$ cat src/rtl/posit_abs_diff.sv
// Absolute difference of two N-bit patterns treated as unsigned integers.
// Never wraps: the smaller operand is always subtracted from the larger.
module posit_abs_diff #(
  parameter int N = 32
) (
  input  logic [N-1:0] a,
  input  logic [N-1:0] b,
  output logic [N-1:0] diff,
  output logic         neq
);

  // Order the operands before subtracting so the result stays in range
  always_comb begin
    diff = (a > b) ? (a - b) : (b - a);
    neq  = (a != b);
  end

endmodule

$ cat config.mk
export PLATFORM = sky130hd
export DESIGN_NAME = posit_abs_diff
export DESIGN_NICKNAME = d
export VERILOG_FILES = /design/src/rtl/posit_abs_diff.sv
export SDC_FILE = /design/constraint.sdc
export NUM_CORES = 1
export LEC_CHECK = 0
export CAP_MARGIN = 25
export CORE_MARGIN = 5
export CORE_UTILIZATION = 52
export DETAILED_ROUTE_END_ITERATION = 10
export PLACE_DENSITY = 0.88
export SLEW_MARGIN = 20
export SYNTH_ARGS = -nofsm -noshare
export SYNTH_HDL_FRONTEND = slang
export SYNTH_SLANG_ARGS = --single-unit
$ cat constraint.sdc
create_clock -name vclk -period 3.52
set_input_delay 0.352 -clock vclk [all_inputs]
set_output_delay 0.352 -clock vclk [all_outputs]
set_load 0.05 [all_outputs]
==> results_dict.tcl, run 1 <==
set metrics [dict create \
    status "stopped before the end" \
    stop_stage "5_1_grt" \
    error "[ERROR GRT-0116] Global routing finished with congestion. Check the congestion regions in the DRC Viewer." \
    synth_seq_area_share_pct 0 \
    synth_compound_area_share_pct 35.5 \
    grt_max_degree 18 \
    gr-total-overflow 2 \
    grt_pass1_vias 6934 \
    initial_core_util_pct 53.7 \
    synthAdderAreaFrac_pct 22.6 \
    gp_congestion 1.02 \
    synthMuxAreaShare_pct 2.35 \
    num_rows 30 \
    synth_top_family_by_area "compound AO/OA/AOI/OAI gates" \
    grt_pass1_wl_microns 39800 \
    fp.dieW_microns 94.0 \
    hpwlAfterDp_microns 13300 \
    netlist.area_leader.share_pct 21.5 \
    grt_use_total_pct 59.3 \
    ys_types 76 \
    pin_count 97 \
    synth_area_leader_cell "ha_1" \
    syn_inst 521 \
    port_buffers 97 \
    die_h_microns 94.0 \
    synth_area_sq_um 3670 \
    synth_warnings 0 \
    synthTopCellsByArea "ha_1 (21%), a21oi_1 (8.3%), inv_1 (7.8%)" \
    cts-hold-fix-buffers 0 \
    synthXorXnorAreaFrac_pct 7.16 \
    synth-simple-area-share_pct 19.4 \
    syn-num-nets 650 \
    syn_avg_cell_area_sq_um 7.04 \
]
stage by stage:
stage / TNS [ps] / util, % / area [sq um] / cells / setup WS (ps)
2_1_floorplan: 0 / - / 3670 / 521 / 35.0
3_3_place_gp: -1790 / 86.0 / 5880 / 818 / -166
3_5_place_dp: -6820 / 86.0 / 5880 / 818 / -382
4_1_cts: -9.85 / 96.2 / 6570 / 834 / -6.72
cell families after synthesis:
kind of cell	Yosys count
AOI/OAI and AO/OA	186
buffers and inverters	104
xor gates and xnor gates	30
adders and majority gates	65
and+or+nand+nor	128
muxes	8
Yosys cell counts (6+ instances only):
| cell type | n |
|---|---|
| inv_1 | 76 |
| ha_1 | 63 |
| a21oi_1 | 61 |
| nand2_1 | 37 |
| o21ai_0 | 28 |
| nor2_1 | 24 |
| a21o_1 | 22 |
| xnor2_1 | 16 |
| xor2_1 | 14 |
| buf_2 | 13 |
| nand3_1 | 10 |
| nand4_1 | 9 |
| nor3_1 | 9 |
| buf_6 | 7 |
| o211ai_1 | 7 |
| o21bai_1 | 7 |
| a211oi_1 | 6 |
| and3_1 | 6 |
| mux2i_1 | 6 |
routing by layer:
metal / GRT overflow / global-route usage (%)
met5: 0 / 7.05
met4: 0 / 57.3
met3: 0 / 37.0
met2: 2 / 81.0
met1: 0 / 59.6
timing repair:
action,4_1_cts
gates resized for setup,143
setup endpoints to repair,31
pin swaps,46
buffers inserted,16
==> run 2: changes to the inputs <==
Settings changed: CORE_UTILIZATION 52 to 40, PLACE_DENSITY 0.88 to unset, PLACE_DENSITY_LB_ADDON set to 0.15.
==> results_dict.tcl, run 2 <==
set metrics [dict create \
    status "finished, final reports clean" \
    drc 0 \
    pwr_density_cell_nw_per_um2 313 \
    synth_area_leader_cell "ha_1" \
    drive_above_1_share_pct 45.6 \
    end_kind "output pin" \
    worst_pin_slew_ps 488 \
    drt_first_pass_iters 5 \
    gp_congestion 0.906 \
    ys_types 76 \
    hp-class "primary input to output pin" \
    critPathRequiredTime_ps 3170 \
    fp.dieW_microns 106 \
    final-hold-violation-count 0 \
    drv_slew 0 \
    yosys-top-cells-count "inv_1 (76), ha_1 (63), a21oi_1 (61)" \
    avgRoutedWirePerCell_microns 17.4 \
    seqCellArea_sq_um 0 \
    syn-num-nets 650 \
    n_clock_buffer 0 \
    layout_common_cells "buf_4 (155), inv_1 (51), a21oi_1 (51)" \
    final_area_sq_um 6910 \
    seq_cells 0 \
    cp.arrival_ps 3100 \
    total_leakage_power_nw 3.52 \
    synth_seq_area_share_pct 0 \
    startpoint "a[29]" \
    ant_nets 0 \
    ir_drop_v 0.000213 \
    wl_microns 15000 \
    final_cells 861 \
    syn_inst 521 \
    fin_tns_setup_ps 0 \
    hold_depth 5 \
    layout_commonest_cell "buf_4" \
    finalSetupViolCount 0 \
    cts-hold-fix-buffers 0 \
    grt_pass1_wl_microns 22700 \
    antenna_found_initial 0 \
    post-place-ws_ps -299 \
    fin_crit_ps 3450 \
    initial_core_util_pct 40.3 \
    max-slew-margin-rel_pct 67.4 \
    placed_cell_area_sq_um 6030 \
    post-route-util_pct 75.9 \
    synthTopCellsByArea "ha_1 (21%), a21oi_1 (8.3%), inv_1 (7.8%)" \
    num_rows 35 \
    num_antenna_cells 0 \
    min_period_over_period_pct 98.0 \
    vias 4785 \
    maxCapViolations 0 \
    hpwlAfterDp_microns 11600 \
    port_buffers 97 \
    yosys.cell_count.top_type "inv_1" \
    clock.fmax_ghz 0.290 \
    grt_pass1_vias 4689 \
    grt_use_total_pct 24.0 \
    cp-start-kind "primary input" \
    netlist.area_leader.share_pct 21.5 \
    synth_area_sq_um 3670 \
    dp_cells 849 \
    vias_per_cell 5.56 \
    core-area_sq_um 9110 \
    gr-total-overflow 0 \
    drtIter0Drc 244 \
    dieArea_sq_um 11200 \
    layout.nets 881 \
    synth_warnings 0 \
    syn_avg_cell_area_sq_um 7.04 \
    die_h_microns 106 \
    timing.final.ws_setup_ps 71.0 \
    grt_max_degree 15 \
    critical_path_class "primary input to output pin" \
    area_growth_pct 88.3 \
    crit_fanout 10 \
    crit_path_end "diff[4]" \
    pin_count 97 \
]
-- run 2: cell counts after synthesis --
Identical to the previous run, type by type.
-- run 2: cell families after synthesis --
logic type / after synthesis / share of synthesized area, %
mux: 8 / 2.35
fa+ha+maj: 65 / 22.6
buf+inv: 104 / 13.0
xor+xnor: 30 / 7.16
simple gates: 128 / 19.4
compound gates: 186 / 35.5
-- run 2: layout make-up --
class                           count  area, sq um
Multi-Input combinational cell    417         3880
Timing Repair Buffer              257         2600
Fill cell                         668         2200
Inverter                           76          285
Tap cell                          111          139
-- run 2: critical path: stages --
cell,delay (ps)
clkdlybuf4s50_1,480
inv_1,70
ha_4,300
and3_4,200
o21ai_2,50
a32o_2,290
a21oi_4,190
o21ai_4,110
buf_12,150
buf_12,140
a211oi_1,260
a21oi_1,90
xor2_1,240
buf_12,170
-- run 2: through the flow --
step	hold WS, ps	power (W)
final	1380	0.00216
after global routing	1420	0.00226
after CTS	1490	0.00208
after detailed placement	1630	0.00194
after global placement	1590	0.00194
after floorplan	1010	0.000987
-- run 2: timing repair --
item | in CTS | in global routing
pin swaps | 36 | 50
resized for setup | 115 | 100
setup buffers | 5 | 8
endpoints found under the setup margin | 31 | 28
-- run 2: how the worst min path moves through the flow --
stage | from | endpoint
floorplan | b[0] | diff[0]
detailed placement | b[31] | diff[31]
CTS | b[9] | diff[9]
global route | b[2] | diff[2]
finish | b[2] | diff[2]
global placement | b[31] | diff[31]
-- run 2: power breakdown --
group	leakage, nW	switching [W]	internal [W]	total [W]
logic	3.52	0.00110	0.00107	0.00216
clock network	0	0	0	0
registers	0	0	0	0
total	3.52	0.00110	0.00107	0.00216
-- run 2: per-layer routing --
layer  GRT usage (%)  vias to the layer above  routed length, microns
li1                -                     2296                       -
met5               0                        -                       0
met3            2.27                       26                     931
met1            31.8                     2281                    6510
met2            42.7                      182                    7330
met4            3.52                        0                     229
(Power assumes the default switching activity.)
